$ cat src/rtl/quadrant_dispatch_ctrl.sv
`default_nettype none
// =====================================================================
// Module : quadrant_dispatch_ctrl
// Keypad quadrant select/confirm, request FIFO and start/done dispatch.
// Option : QDISPATCH_DEDUP_EN discards confirms already queued/in service.
// Rev    : 1.0
// =====================================================================
module quadrant_dispatch_ctrl #(
    parameter int DEPTH       = 4,
    parameter int TIMEOUT_CYC = 10_000_000,
    parameter int CW          = $clog2(DEPTH + 1)
) (
    input  logic          clk,
    input  logic          rst_n,
    input  logic          key_valid,
    input  logic [3:0]    key_quadrant,
    input  logic          key_is_confirm,
    input  logic          key_is_cancel,
    input  logic          proc_done,
    output logic [15:0]   sel_led,
    output logic          sel_armed,
    output logic          proc_start,
    output logic [3:0]    proc_quadrant,
    output logic          busy,
    output logic [CW-1:0] queue_count,
    output logic          drop
);

    localparam int PW = (DEPTH > 1) ? $clog2(DEPTH) : 1;
    localparam int TW = (TIMEOUT_CYC > 1) ? $clog2(TIMEOUT_CYC) : 1;

    localparam logic [TW-1:0] c_TLAST = TW'(TIMEOUT_CYC - 1);
    localparam logic [TW-1:0] c_TMAX  = {TW{1'b1}};
    localparam logic [CW-1:0] c_FULL  = CW'(DEPTH);

    localparam logic [0:0] c_SEL_IDLE  = 1'b0;
    localparam logic [0:0] c_SEL_ARMED = 1'b1;
    localparam logic [0:0] c_D_IDLE    = 1'b0;
    localparam logic [0:0] c_D_WAIT    = 1'b1;

    logic [0:0]    r_sel_state, w_sel_nxt;
    logic [0:0]    r_d_state,   w_d_nxt;
    logic [TW-1:0] r_timer,     w_timer_nxt;
    logic [3:0]    r_sel_idx,   w_idx_nxt;
    logic [15:0]   r_sel_led,   w_led_nxt;
    logic [PW-1:0] r_wr_ptr, r_rd_ptr;
    logic [CW-1:0] r_count,     w_count_nxt;
    logic          r_start, r_drop, w_drop_nxt;
    logic [3:0]    r_quad,      w_quad_nxt;
    logic [3:0]    r_mem [DEPTH];

    logic w_ev_cancel, w_ev_confirm, w_ev_digit;
    logic w_push_req, w_push_ok, w_push, w_pop, w_full, w_dup;

    // Cancel outranks confirm, which outranks a digit.
    assign w_ev_cancel  = key_valid & key_is_cancel;
    assign w_ev_confirm = key_valid & key_is_confirm & ~key_is_cancel;
    assign w_ev_digit   = key_valid & ~key_is_confirm & ~key_is_cancel;

    assign w_full     = (r_count == c_FULL);
    assign w_pop      = (r_d_state == c_D_IDLE) && (r_count != '0);
    assign w_push_req = (r_sel_state == c_SEL_ARMED) && w_ev_confirm;

`ifdef QDISPATCH_DEDUP_EN
    always_comb begin
        logic [PW-1:0] off;
        w_dup = (r_d_state == c_D_WAIT) && (r_quad == r_sel_idx);
        for (int i = 0; i < DEPTH; i++) begin
            off = PW'(i) - r_rd_ptr;
            if ((CW'(off) < r_count) && (r_mem[i] == r_sel_idx))
                w_dup = 1'b1;
        end
    end
`else
    assign w_dup = 1'b0;
`endif

    // State registers
    always_ff @(posedge clk) begin
        if (!rst_n) begin
            r_sel_state <= c_SEL_IDLE;
            r_d_state   <= c_D_IDLE;
            r_timer     <= '0;
            r_sel_idx   <= '0;
            r_sel_led   <= '0;
            r_wr_ptr    <= '0;
            r_rd_ptr    <= '0;
            r_count     <= '0;
            r_start     <= 1'b0;
            r_quad      <= '0;
            r_drop      <= 1'b0;
        end else begin
            r_sel_state <= w_sel_nxt;
            r_d_state   <= w_d_nxt;
            r_timer     <= w_timer_nxt;
            r_sel_idx   <= w_idx_nxt;
            r_sel_led   <= w_led_nxt;
            r_count     <= w_count_nxt;
            r_start     <= w_pop;
            r_quad      <= w_quad_nxt;
            r_drop      <= w_drop_nxt;
            if (w_push) r_wr_ptr <= r_wr_ptr + 1'b1;
            if (w_pop)  r_rd_ptr <= r_rd_ptr + 1'b1;
        end
    end

    always_ff @(posedge clk) begin
        if (w_push) r_mem[r_wr_ptr] <= r_sel_idx;
    end

    // Next-state logic
    always_comb begin
        w_sel_nxt = r_sel_state;
        case (r_sel_state)
            c_SEL_IDLE: begin
                if (w_ev_digit) w_sel_nxt = c_SEL_ARMED;
            end
            c_SEL_ARMED: begin
                if (w_ev_cancel || w_ev_confirm) w_sel_nxt = c_SEL_IDLE;
                else if (w_ev_digit)             w_sel_nxt = c_SEL_ARMED;
                else if (r_timer == c_TLAST)     w_sel_nxt = c_SEL_IDLE;
            end
            default: w_sel_nxt = c_SEL_IDLE;
        endcase

        w_d_nxt = r_d_state;
        case (r_d_state)
            c_D_IDLE: if (w_pop)     w_d_nxt = c_D_WAIT;
            c_D_WAIT: if (proc_done) w_d_nxt = c_D_IDLE;
            default:                 w_d_nxt = c_D_IDLE;
        endcase
    end

    // Output / datapath next values
    always_comb begin
        w_timer_nxt = '0;
        if (r_sel_state == c_SEL_ARMED && !key_valid)
            w_timer_nxt = (r_timer == c_TMAX) ? r_timer : r_timer + 1'b1;

        w_idx_nxt = w_ev_digit ? key_quadrant : r_sel_idx;
        w_led_nxt = (w_sel_nxt == c_SEL_ARMED) ? (16'h0001 << w_idx_nxt) : 16'h0000;

        w_push_ok  = w_push_req && !w_dup;
        w_push     = w_push_ok && (!w_full || w_pop);
        w_drop_nxt = w_push_ok && w_full && !w_pop;

        w_count_nxt = r_count;
        if (w_push && !w_pop)      w_count_nxt = r_count + 1'b1;
        else if (!w_push && w_pop) w_count_nxt = r_count - 1'b1;

        w_quad_nxt = w_pop ? r_mem[r_rd_ptr] : r_quad;
    end

    assign sel_led       = r_sel_led;
    assign sel_armed     = (r_sel_state == c_SEL_ARMED);
    assign proc_start    = r_start;
    assign proc_quadrant = r_quad;
    assign busy          = (r_d_state == c_D_WAIT);
    assign queue_count   = r_count;
    assign drop          = r_drop;

endmodule
`default_nettype wire

$ cat config.mk
export PLATFORM = sky130hd
export DESIGN_NAME = quadrant_dispatch_ctrl
export DESIGN_NICKNAME = d
export VERILOG_FILES = /design/src/rtl/quadrant_dispatch_ctrl.sv
export SDC_FILE = /design/constraint.sdc
export NUM_CORES = 1
export LEC_CHECK = 0
export BUFFER_PORTS_ARGS = -buffer_cell sky130_fd_sc_hd__buf_2
export CAP_MARGIN = 20
export CORE_MARGIN = 3
export CORE_UTILIZATION = 34
export DETAILED_ROUTE_END_ITERATION = 8
export GPL_TIMING_DRIVEN = 0
export SLEW_MARGIN = 30
export SYNTH_ARGS = -nofsm -noshare
export SYNTH_HDL_FRONTEND = slang
export SYNTH_SLANG_ARGS = --single-unit
$ cat constraint.sdc
create_clock -name clk -period 2.9 [get_ports clk]
set_clock_uncertainty 0.05 [all_clocks]
set_input_delay 0 -clock clk [delete_from_list [all_inputs] [get_ports clk]]
set_output_delay 0 -clock clk [all_outputs]
set_load 0.1 [all_outputs]
==> results of run 1 <==
power by group:
| part | switching (mW) | total (mW) | internal [mW] |
|---|---|---|---|
| combinational | 0.555 | 0.759 | 0.204 |
| clock | 0.414 | 0.739 | 0.325 |
| sequential | 0.0531 | 1.18 | 1.13 |
Yosys cell counts, types with 3 or more instances:
cell type   n  area [µm²]
nor2_1     41       153.9
mux2i_1    11       110.1
inv_1       7       26.28
nor2b_1    12       75.07
or3_1       4       25.02
and3_1      6       37.54
xor2_1      7       61.31
ha_1        6       75.07
edfxtp_1   16       480.5
and2_1      9       56.30
nand2_1    19       71.32
nand3_1     8       40.04
nor3_1      8       40.04
a31o_2      3       26.28
a31oi_1     4       25.02
or2_2       3       18.77
a21oi_1     6       30.03
dfxtp_1    59        1181
xnor2_1    11       96.34
a22oi_1     3       22.52
clkbuf_1    8       30.03
mux4_2      4       90.09
o211ai_1    4       30.03
layout make-up:
class / count / area, µm²
clock inverters: 7 / 61.31
repair buffers: 43 / 250.2
well taps: 108 / 135.1
flip-flops and latches: 75 / 1663
fillers: 865 / 5154
multi-input cells: 206 / 1438
clock buffers: 9 / 123.9
inverters: 7 / 26.28
plain buffers: 10 / 40.04
placed cells by master (no fill, tap or decap), types with 6 or more instances in the layout:
| cell type | instances |
|---|---|
| dfxtp_1 | 58 |
| nor2_1 | 41 |
| buf_2 | 38 |
| nand2_1 | 19 |
| edfxtp_1 | 16 |
| nor2b_1 | 12 |
| xnor2_1 | 11 |
| mux2i_1 | 11 |
| and2_1 | 9 |
| clkbuf_8 | 9 |
| nor3_1 | 8 |
| clkbuf_1 | 8 |
| nand3_1 | 8 |
| inv_1 | 7 |
| xor2_1 | 7 |
| dlygate4sd3_1 | 7 |
| and3_1 | 6 |
| a21oi_1 | 6 |
| ha_1 | 6 |
state kept, by name, summed over array words and instances (netlist names), 2 cells and up:
signal         count
r_timer           24
r_mem             16
sel_led           16
proc_quadrant      4
r_sel_idx          4
queue_count        3
r_rd_ptr           2
r_wr_ptr           2
stage by stage:
stage | cell area (µm²) | util, % | cells | power [mW] | worst slack [ps]
finish | 3737 | 42.03 | 465 | 2.680 | 536.1
global route | 3737 | 42.03 | 465 | 2.824 | 267.4
CTS | 3737 | 42.03 | 465 | 2.719 | 507.3
detailed placement | 3482 | 39.16 | 442 | 1.970 | 536.5
global placement | 3482 | 39.16 | 442 | 1.955 | 565.4
floorplan | 3167 | - | 298 | 1.853 | 32.56
kinds of logic after synthesis:
family                   Yosys count  synth area share, %
AND/OR/NAND/NOR                  130                22.53
flip-flops                        75                52.49
XOR/XNOR                          18                4.980
adder cells (fa/ha/maj)            7                3.004
AO/OA/AOI/OAI                     36                8.577
buffers and inverters             17                2.095
multiplexers                      15                6.324
critical path: cells and delay by family:
kind | cells | cell delay (ps)
buffers and inverters | 4 | 1010
XOR/XNOR | 1 | 160
adder cells (fa/ha/maj) | 2 | 620
AND/OR/NAND/NOR | 3 | 650
AO/OA/AOI/OAI | 1 | 160
per-layer routing:
metal	vias up	wire length, µm	track usage, %
met5	-	0	0
met4	0	22	3.633
met3	2	214	3.248
met2	34	3041	20.41
met1	1064	2728	15.15
li1	1162	-	-
path summary, 6_finish.rpt:
check | slack (ps) | endpoint | startpoint
setup / recovery | 540 | queue_count[2]$_SDFFE_PN0P_ | key_valid
hold / removal | 10 | sel_led[15]$_SDFF_PN0_ | key_quadrant[0]
setup reg to reg | 550 | queue_count[2]$_SDFFE_PN0P_ | sel_armed$_SDFF_PN0_
hold reg to reg | 460 | r_timer[14]$_SDFFE_PN0P_ | r_timer[14]$_SDFFE_PN0P_
==> implementation parameters, run 1 <==
Parameter                              Value

Critical path
  Worst Path Class, Setup ... in2reg
  Crit path capture type ... register
  Worst path max stage delay ... 530 ps
  CP Launch Type ... input pin
  CP max FO ... 7
  Cell chain of the critical path ... dlygate4sd3_1 > buf_2 > and4b_1 > nor2b_1 > clkbuf_1 > ha_1 > inv_1 > fa_1 > xor2_1 > or3_1 > a21boi_0
  Arrival time reported for the critical path endpoint ... 2590 ps
  Slowest cell on crit path ... dlygate4sd3_1
  Worst EP required ... 3120 ps
  Logic depth of the worst register-to-register path ... 9

Global route
  Global-route wire length before repair ... slightly below 10 mm
  All-layer global routing usage ... between 10 and 15%
  Maximum number of pins on one net before global-route repair ... 16
  Vias in the first global route ... between 2000 and 2500
  Number of antenna violations at the first check in global routing ... 0
  Congestion Overflow GR ... 0

Finish
  Ant diodes ... 0
  Final net count ... roughly 370
  Fraction of final layout cells sized beyond drive strength 1 ... 21.01%
  Layout Area Growth over Synthesis ... 18.06%

CTS
  Clock slew at the register clock pins of the worst setup and hold paths ... approximately 90 ps
  Resized cells post-CTS ... 0
  Number of buffers created by CTS ... 9
  Clock tree from TritonCTS ... done
  Number of H-tree branching levels ... 3
  Clock root buffer ... clkbuf_8
  Clock buffer depth ... 2
  Post-cts hold buffer count ... 7
  Clock latency at the later pin of the worst-skew pair ... 340 ps
  Buffer count from post-CTS setup fixing ... 0
  Sink count of the clock tree ... 75

Floorplanning
  DIE WIDTH ... between 100 and 150 µm
  Core Footprint ... 8891 µm²
  Standard-cell rows ... 34
  Overall die area ... between 10000 and 15000 µm²
  Starting Density ... 35.60%
  I/O pin total ... 37
  Die Ht ... a little over 100 µm

Route
  Antenna Violating Nets Remaining ... 0
  DR DRC count ... 0
  Average wire per cell in the routed design ... around 13 µm
  Post-Route WL ... 6.006 mm
  Number of iterations in the first detailed-routing pass ... 4
  Via density ... 4.865
  Number of design-rule violations left by the first detailed-router iteration ... 74
  Total via count after detailed routing ... between 2000 and 2500

Timing
  Shortest clock period the worst path allows after layout ... 2364 ps
  Highest clock rate ... 0.4230 GHz
  Number of hold violations in the final report ... 0
  Setup repair after global routing missed its margin ... false
  Number of failing setup endpoints in the final timing report ... 0
  Count of pins over their slew limit ... 0
  Slew at the pin closest to its max-slew limit ... 750.3 ps
  Final worst hold slack ... 11.45 ps
  Worst slew margin ... 49.79%
  Setup TNS ... 0 ps
  Period utilisation layout ... 81.51%

Min path
  Cells on Worst Hold Path ... 3
  Class of the tightest hold or removal check ... in2reg

Synthesis
  Synthesis Warnings ... 0
  Mapped cell area ... roughly 3200 µm²
  Net count after synthesis ... 315
  Synthesized netlist cell count ... 298
  Average cell area after synthesis ... 10.62 µm²
  Number of enable-type register cells in the synthesized netlist ... 16
  Proportion of synthesized flip-flops having asynchronous set or reset ... 0%
  Sequential element share of the synthesized area ... 52.49%
  Most used DFF post-synth ... dfxtp_1
  Distinct cell type count after synthesis ... 51
  Number of synthesized register bits ... 75

Power
  Static leakage power ... 1.407 nW
  Worst vdd rail ir drop ... 343.3 µV
  Power per unit of standard cell area ... approximately 720 nW/µm²

Placed design
  Count of input and output buffers ... 36
  Routability Congestion ... 0.7915
  HPWL after detailed placement ... 4.395 mm

Status
  Outcome ... complete, no violations

Job
  Max-cap viol count ... 0
Note: power is estimated with default switching activity, not from simulation.
==> run 2: changes to the inputs <==
==> constraint.sdc (replaced) <==
create_clock -name clk -period 2 [get_ports clk]
set_clock_uncertainty 0.05 [all_clocks]
set_input_delay 0 -clock clk [delete_from_list [all_inputs] [get_ports clk]]
set_output_delay 0 -clock clk [all_outputs]
set_load 0.1 [all_outputs]
==> implementation parameters, run 2 (synthesized netlist as in run 1, its figures left out) <==
Parameter                              Value

Floorplanning
  Die Ht ... 102.5 µm (unchanged)
  Standard-cell rows ... 34 (unchanged)
  Core Footprint ... 8891 µm² (unchanged)
  Starting Density ... 35.60% (unchanged)
  DIE WIDTH ... 102.5 µm (unchanged)
  Overall die area ... 10500 µm² (unchanged)
  I/O pin total ... 37 (unchanged)

Critical path
  CP max FO ... 2 (was 7)
  Count of buffering cells on the critical path with inverters included ... 1 (was 4)
  Worst Path Class, Setup ... reg2reg (was in2reg)
  Worst EP required ... 2230 ps (was 3120 ps)
  CP Launch Type ... register (was input pin)
  Arrival time reported for the critical path endpoint ... 2190 ps (was 2590 ps)
  Worst path max stage delay ... 350 ps (was 530 ps)
  Crit path capture type ... register (unchanged)
  Slowest cell on crit path ... dfxtp_4 (was dlygate4sd3_1)
  CP delay by family, top ... simple AND/OR/NAND/NOR gates (was buffers and inverters)
  Cell chain of the critical path ... and4b_1 > nor2b_4 > ha_4 > inv_2 > fa_2 > xor2_1 > or3_1 > a21boi_1 (was dlygate4sd3_1 > buf_2 > and4b_1 > nor2b_1 > clkbuf_1 > ha_1 > inv_1 > fa_1 > xor2_1 > or3_1 > a21boi_0)

Global route
  Met2 Track Usage GR ... 21.65% (was 20.41%)
  Global-route wire length before repair ... 10.41 mm (was 9.942 mm)
  Met3 Usage GRT ... 4.060% (was 3.248%)
  Vias in the first global route ... 2192 (was 2117)
  Congestion Overflow GR ... 0 (unchanged)
  Maximum number of pins on one net before global-route repair ... 14 (was 16)
  Number of antenna violations at the first check in global routing ... 0 (unchanged)
  Met1 routing resource usage after global routing ... 15.97% (was 15.15%)
  GRT busiest layer ... met2 (unchanged)
  All-layer global routing usage ... 12.85% (was 12.09%)

Timing
  Count of pins over their slew limit ... 0 (unchanged)
  Shortest clock period the worst path allows after layout ... 1967 ps
  Number of failing setup endpoints in the final timing report ... 0 (unchanged)
  Worst slew margin ... 62.33% (was 49.79%)
  Highest clock rate ... 0.5084 GHz
  Number of hold violations in the final report ... 0 (unchanged)
  Smallest setup slack after layout ... 33.02 ps (was 536.1 ps)
  Slew at the pin closest to its max-slew limit ... 562.6 ps (was 750.3 ps)
  Period utilisation layout ... 98.35%
  Setup repair after global routing missed its margin ... true (was false)

Route
  Total via count after detailed routing ... 2351 (was 2262)
  Antenna Violating Nets Remaining ... 0 (unchanged)
  Via density ... 4.918 (was 4.865)
  Post-Route WL ... 6.420 mm (was 6.006 mm)
  Number of design-rule violations left by the first detailed-router iteration ... 46 (was 74)
  Average wire per cell in the routed design ... 13.43 µm (was 12.92 µm)
  Number of iterations in the first detailed-routing pass ... 4 (unchanged)
  DR DRC count ... 0 (unchanged)

Power
  Proportion of power drawn by flip-flops and latches ... 39.2% (was 44.1%)
  Power per unit of standard cell area ... 1091 nW/µm² (was 717.1 nW/µm²)
  Switching power of the nets ... 1.491 mW (was 1.021 mW)
  Internal ... 2.974 mW (was 1.659 mW)
  Static leakage power ... 1.551 nW (was 1.407 nW)
  Logic pwr share ... 26.9% (was 28.3%)
  Part of the total power dissipated in the clock network ... 34.0% (was 27.6%)
  Switching share of power ... 33.40% (was 38.11%)
  Worst vdd rail ir drop ... 824.2 µV (was 343.3 µV)

CTS
  Number of buffers created by CTS ... 9 (unchanged)
  Clock root buffer ... clkbuf_8 (unchanged)
  Clock buffer depth ... 2 (unchanged)
  Sink count of the clock tree ... 75 (unchanged)
  Clock slew at the register clock pins of the worst setup and hold paths ... 80 ps (was 90 ps)
  Clock latency at the later pin of the worst-skew pair ... 340 ps (about the same)
  Number of H-tree branching levels ... 3 (unchanged)
  Clock tree from TritonCTS ... done (unchanged)

Finish
  Fraction of final layout cells sized beyond drive strength 1 ... 32.43% (was 21.01%)
  Most frequent standard cell in the layout excluding fill and tap cells ... dfxtp_1 (unchanged)
  Ant diodes ... 0 (unchanged)
  Register name with the most flops ... r_timer (unchanged)
  Layout Area Growth over Synthesis ... 29.29% (was 18.06%)
  Post-Route Utilization ... 46.03% (was 42.03%)
  Non-filler instance count after layout ... 478 (was 465)
  Flip-flop count of the largest register, all copies and words added ... 24 (unchanged)
  Top library cells by usage in the layout, fill and taps aside ... dfxtp_1, nor2_1, buf_2 (unchanged)
  Final net count ... 382 (was 369)

Placed design
  Count of input and output buffers ... 36 (unchanged)
  Setup Slack @ Placement ... -178.0 ps (was 536.5 ps)
  Routability Congestion ... 0.7899 (was 0.7915)
  Number of placed cells counting well taps ... 442 (unchanged)
  HPWL after detailed placement ... 4.492 mm (was 4.395 mm)

Job
  Max-cap viol count ... 0 (unchanged)

Status
  Outcome ... complete, no violations (unchanged)

Min path
  Class of the tightest hold or removal check ... in2reg (unchanged)
-- run 2: final cells by class --
cell class                      count  area, µm²
Buffer                              8      37.54
Clock buffer                       10      127.6
Clock inverter                      6      136.4
Fill cell                         843       4798
Inverter                            7      26.28
Multi-Input combinational cell    206       1568
Sequential cell                    75       1699
Tap cell                          108      135.1
Timing Repair Buffer               58      362.8
-- run 2: path summary, 6_finish.rpt --
| check | endpoint | from | depth (start not counted) | slack [ps] |
|---|---|---|---|---|
| setup reg to reg | queue_count[2]$_SDFFE_PN0P_ | sel_armed$_SDFF_PN0_ | 8 | 30 |
| setup / recovery | queue_count[2]$_SDFFE_PN0P_ | sel_armed$_SDFF_PN0_ | 8 | 30 |
| hold reg to reg | r_mem[2][1]$_DFFE_PP_ | r_sel_idx[1]$_SDFF_PN0_ | 0 | 460 |
| hold / removal | r_timer[11]$_SDFFE_PN0P_ | rst_n | 4 | 30 |
-- run 2: per-layer routing --
layer / vias to the layer above / wire length [µm]
met4: 0 / 38
met3: 4 / 273
met1: 1109 / 2793
met2: 42 / 3315
li1: 1196 / -
met5: - / 0
-- run 2: worst min-delay path, stage by stage --
cell and delay, ps:
buf_2 120, nand2_1 100, or3_1 110, o31ai_1 50
-- run 2: power by group through the flow --
stage	clock [mW]	sequential, mW	combinational (mW)
floorplan	0	2.33	0.420
CTS	1.56	1.75	1.18
global placement	0	1.77	1.13
detailed placement	0	1.77	1.14
global route	1.62	1.77	1.28
finish	1.52	1.75	1.20
-- run 2: repair_timing --
item                       CTS  global route
resized for setup           13            24
pin swaps                    2             7
setup buffers                4            11
hold endpoints to repair     7             1
hold buffers                 6             1
setup endpoints to repair   40            40
-- run 2: through the flow --
stage | instance area (µm²) | power [mW] | TNS, ps | hold slack (ps)
detailed placement | 3521 | 2.917 | -3887 | 253.7
finish | 4093 | 4.465 | 0 | 33.77
global placement | 3521 | 2.898 | -2608 | 250.0
global route | 4093 | 4.665 | -52.01 | 32.98
CTS | 3921 | 4.483 | -30.47 | 11.90
floorplan | 3206 | 2.747 | -256.3 | 119.5
==> run 3: changes to the inputs <==
--- a/config.mk
+++ b/config.mk
@@ -5,12 +5,15 @@
 export SDC_FILE = /design/constraint.sdc
 export NUM_CORES = 1
 export LEC_CHECK = 0
+export ABC_AREA = 1
 export BUFFER_PORTS_ARGS = -buffer_cell sky130_fd_sc_hd__buf_2
 export CAP_MARGIN = 20
 export CORE_MARGIN = 3
 export CORE_UTILIZATION = 34
+export CTS_CLUSTER_SIZE = 24
 export DETAILED_ROUTE_END_ITERATION = 8
 export GPL_TIMING_DRIVEN = 0
+export RECOVER_POWER = 100
 export SLEW_MARGIN = 30
 export SYNTH_ARGS = -nofsm -noshare
 export SYNTH_HDL_FRONTEND = slang
==> implementation parameters, run 3 <==
Parameter                              Value

Status
  Outcome ... complete, no violations (unchanged)

Critical path
  Crit path capture type ... register (unchanged)
  R2r endpoint ... queue_count[1]$_SDFFE_PN0P_ (was queue_count[2]$_SDFFE_PN0P_)
  Slowest cell on crit path ... fa_2 (was dfxtp_4)
  Dominant cell type by count on the critical path ... inv_2
  CP delay by family, top ... adder cells (was simple AND/OR/NAND/NOR gates)
  Arrival time reported for the critical path endpoint ... 2040 ps (was 2190 ps)
  CP max FO ... 7 (was 2)
  Worst Path Class, Setup ... reg2reg (unchanged)
  Worst path max stage delay ... 430 ps (was 350 ps)
  Worst-case register-to-register setup slack ... 140 ps (was 30 ps)
  Cell chain of the critical path ... nor2_2 > nand3_2 > nand2_4 > inv_2 > ha_1 > inv_2 > fa_2 > o21ai_1 > a21oi_1 (was and4b_1 > nor2b_4 > ha_4 > inv_2 > fa_2 > xor2_1 > or3_1 > a21boi_1)
  Worst EP required ... 2170 ps (was 2230 ps)
  FF-to-FF Start ... queue_count[0]$_SDFFE_PN0P_ (was sel_armed$_SDFF_PN0_)
  Count of buffering cells on the critical path with inverters included ... 2 (was 1)
  CP Launch Type ... register (unchanged)
  Logic depth of the worst register-to-register path ... 9 (was 8)

Min path
  Start point of the worst min-delay path ... key_quadrant[2] (was rst_n)
  Class of the tightest hold or removal check ... in2reg (unchanged)
  Cells on Worst Hold Path ... 5 (was 4)
  Hold-critical path endpoint ... sel_led[14]$_SDFF_PN0_ (was r_timer[11]$_SDFFE_PN0P_)

Synthesis
  Synth area leaders ... dfxtp_1, edfxtp_1, nand2_1 (was dfxtp_1, edfxtp_1, nor2_1)
  Number of enable-type register cells in the synthesized netlist ... 16 (unchanged)
  Proportion of synthesized flip-flops having asynchronous set or reset ... 0% (unchanged)
  Sequential element share of the synthesized area ... 49.24% (was 52.49%)
  Most numerous cell types in the synthesized netlist ... nand2_1, nor2_1, dfxtp_1, inv_1, nand3_1 (was dfxtp_1, nor2_1, nand2_1, edfxtp_1, nor2b_1)
  Average cell area after synthesis ... 7.669 µm² (was 10.62 µm²)
  Distinct cell type count after synthesis ... 31 (was 51)
  Most used DFF post-synth ... dfxtp_1 (unchanged)
  Library cell with the highest instance count after synthesis ... nand2_1 (was dfxtp_1)
  Synthesized netlist cell count ... 440 (was 298)
  Number of synthesized register bits ... 75 (unchanged)
  Synthesis Warnings ... 0 (unchanged)
  Net count after synthesis ... 457 (was 315)
  Synth top area share ... 35.00% (was 37.31%)
  Mapped cell area ... 3374 µm² (was 3166 µm²)
  Cell type with the highest aggregate area in the netlist ... dfxtp_1 (unchanged)

Job
  Max-cap viol count ... 0 (unchanged)

Timing
  Shortest clock period the worst path allows after layout ... 1864 ps (was 1967 ps)
  Setup repair after global routing missed its margin ... true (unchanged)
  Slew at the pin closest to its max-slew limit ... 1197 ps (was 562.6 ps)
  Highest clock rate ... 0.5366 GHz (was 0.5084 GHz)
  Number of failing setup endpoints in the final timing report ... 0 (unchanged)
  Count of pins over their slew limit ... 0 (unchanged)
  Period utilisation layout ... 93.19% (was 98.35%)
  Setup TNS ... 0 ps (unchanged)
  Number of hold violations in the final report ... 0 (unchanged)
  Worst slew margin ... 20.54% (was 62.33%)

Route
  Total via count after detailed routing ... 2877 (was 2351)
  Antenna Violating Nets Remaining ... 0 (unchanged)
  Post-Route WL ... 7.444 mm (was 6.420 mm)
  DR DRC count ... 0 (unchanged)
  Average wire per cell in the routed design ... 11.76 µm (was 13.43 µm)
  Number of iterations in the first detailed-routing pass ... 4 (unchanged)
  Number of design-rule violations left by the first detailed-router iteration ... 172 (was 46)
  Via density ... 4.545 (was 4.918)

Power
  Power per unit of standard cell area ... 1007 nW/µm² (was 1091 nW/µm²)
  Static leakage power ... 1.584 nW (was 1.551 nW)
  Worst vdd rail ir drop ... 794.6 µV (was 824.2 µV)

Finish
  Non-filler instance count after layout ... 633 (was 478)
  Ant diodes ... 0 (unchanged)
  Fraction of final layout cells sized beyond drive strength 1 ... 12.70% (was 32.43%)
  Most frequent standard cell in the layout excluding fill and tap cells ... nand2_1 (was dfxtp_1)
  Top library cells by usage in the layout, fill and taps aside ... nand2_1, nor2_1, inv_1 (was dfxtp_1, nor2_1, buf_2)
  Register name with the most flops ... r_timer (unchanged)
  Final net count ... 516 (was 382)
  Layout Area Growth over Synthesis ... 20.17% (was 29.29%)
  Flip-flop count of the largest register, all copies and words added ... 24 (unchanged)
  Filler Cell Count ... 980 (was 843)

Floorplanning
  Die Ht ... 105.6 µm (was 102.5 µm)
  Overall die area ... 11160 µm² (was 10500 µm²)
  Starting Density ... 35.67% (was 35.60%)
  I/O pin total ... 37 (unchanged)
  Standard-cell rows ... 35 (was 34)
  DIE WIDTH ... 105.6 µm (was 102.5 µm)
  Core Footprint ... 9459 µm² (was 8891 µm²)

Global route
  Vias in the first global route ... 2646 (was 2192)
  Maximum number of pins on one net before global-route repair ... 14 (unchanged)
  Congestion Overflow GR ... 0 (unchanged)
  Number of antenna violations at the first check in global routing ... 0 (unchanged)
  Global-route wire length before repair ... 12.39 mm (was 10.41 mm)
  All-layer global routing usage ... 13.77% (was 12.85%)

CTS
  Clock tree from TritonCTS ... done (unchanged)
  Clock buffer depth ... 2 (unchanged)
  Number of buffers created by CTS ... 9 (unchanged)
  Clock latency at the later pin of the worst-skew pair ... 340 ps (about the same)
  Clock slew at the register clock pins of the worst setup and hold paths ... 80 ps (about the same)
  Clock root buffer ... clkbuf_8 (unchanged)
  Number of H-tree branching levels ... 3 (unchanged)
  Sink count of the clock tree ... 75 (unchanged)

Placed design
  HPWL after detailed placement ... 5.462 mm (was 4.492 mm)
  Number of placed cells counting well taps ... 605 (was 442)
  Routability Congestion ... 0.8827 (was 0.7899)
  Count of input and output buffers ... 36 (unchanged)
## run 3: changes by cell type in the layout (fill, tap and decap cells not counted), moves of 11 or more
cell / before / now
inv_1: 5 / 55
mux2i_1: 11 / 0
nand3_1: 6 / 26
buf_2: 37 / 9
o21ai_0: 2 / 26
nor2_1: 40 / 79
clkbuf_1: 5 / 31
nand2_1: 19 / 96
buf_4: 16 / 3
## run 3: routing by layer
metal / routed length [µm] / track usage, % / share of wire, %
met2: 3235 / 21.22 / 43
met3: 359 / 3.919 / 4.8
met1: 3740 / 18.45 / 50
met4: 108 / 4.903 / 1.5
met5: 0 / 0 / 0
## run 3: worst max path at each step
stage	start	depth (start not counted)	to	slack, ps
after floorplan	queue_count[0]$_SDFFE_PN0P_	11	queue_count[2]$_SDFFE_PN0P_	-50
after global placement	queue_count[0]$_SDFFE_PN0P_	11	queue_count[2]$_SDFFE_PN0P_	-20
after detailed placement	queue_count[0]$_SDFFE_PN0P_	11	queue_count[2]$_SDFFE_PN0P_	-60
after CTS	queue_count[0]$_SDFFE_PN0P_	9	queue_count[1]$_SDFFE_PN0P_	20
after global routing	r_timer[0]$_SDFFE_PN0P_	8	r_timer[14]$_SDFFE_PN0P_	-20
final	queue_count[0]$_SDFFE_PN0P_	9	queue_count[1]$_SDFFE_PN0P_	140
## run 3: metrics by stage
step	setup WS, ps	instance area, µm²	power (mW)	hold WS, ps	util (%)
after floorplan	-49.32	3396	2.660	53.30	-
after global placement	-17.16	3737	2.821	141.9	39.51
after detailed placement	-58.04	3737	2.839	150.5	39.51
after CTS	15.56	4043	4.093	56.59	42.74
after global routing	-24.00	4055	4.288	140.9	42.87
final	136.3	4055	4.083	78.84	42.87
## run 3: worst min-delay path: stages
cell	delay (ps)
buf_2	100
nand2_1	50
nand2_1	110
nand2_1	110
nor2_1	40
## run 3: repair_timing
| item | 4_1_cts | 5_1_grt |
|---|---|---|
| gates resized for setup | 3 | 12 |
| setup buffers | 0 | 4 |
| hold buffers | 8 | 0 |
| pin swaps | 0 | 5 |
| setup endpoints to repair | 2 | 12 |
| endpoints found under the hold margin | 15 | 0 |
## run 3: final cells by class
| class | instances | area, µm² | share of cell area, % |
|---|---|---|---|
| inverters | 62 | 232.7 | 5.739 |
| clock buffers | 11 | 153.9 | 3.795 |
| repair buffers | 48 | 256.5 | 6.325 |
| flip-flops and latches | 75 | 1680 | 41.44 |
| clock inverters | 5 | 58.81 | 1.450 |
| multi-input cells | 297 | 1474 | 36.35 |
| well taps | 129 | 161.4 | 3.980 |
| plain buffers | 6 | 37.54 | 0.9256 |
## run 3: cells by family after synthesis
kind of cell    Yosys count  share of synthesized area [%]
compound gates           52                          8.343
xor+xnor                  4                          1.038
fa+ha+maj                 7                          2.818
buf+inv                  68                          8.009
flops                    75                          49.24
simple gates            234                          30.55
## run 3: where the power goes
group          internal [mW]  switching, mW  leakage [nW]
clock network          0.660          0.561         0.112
logic                  0.226          0.894         0.844
registers               1.66         0.0795         0.628
total                   2.55           1.53          1.58
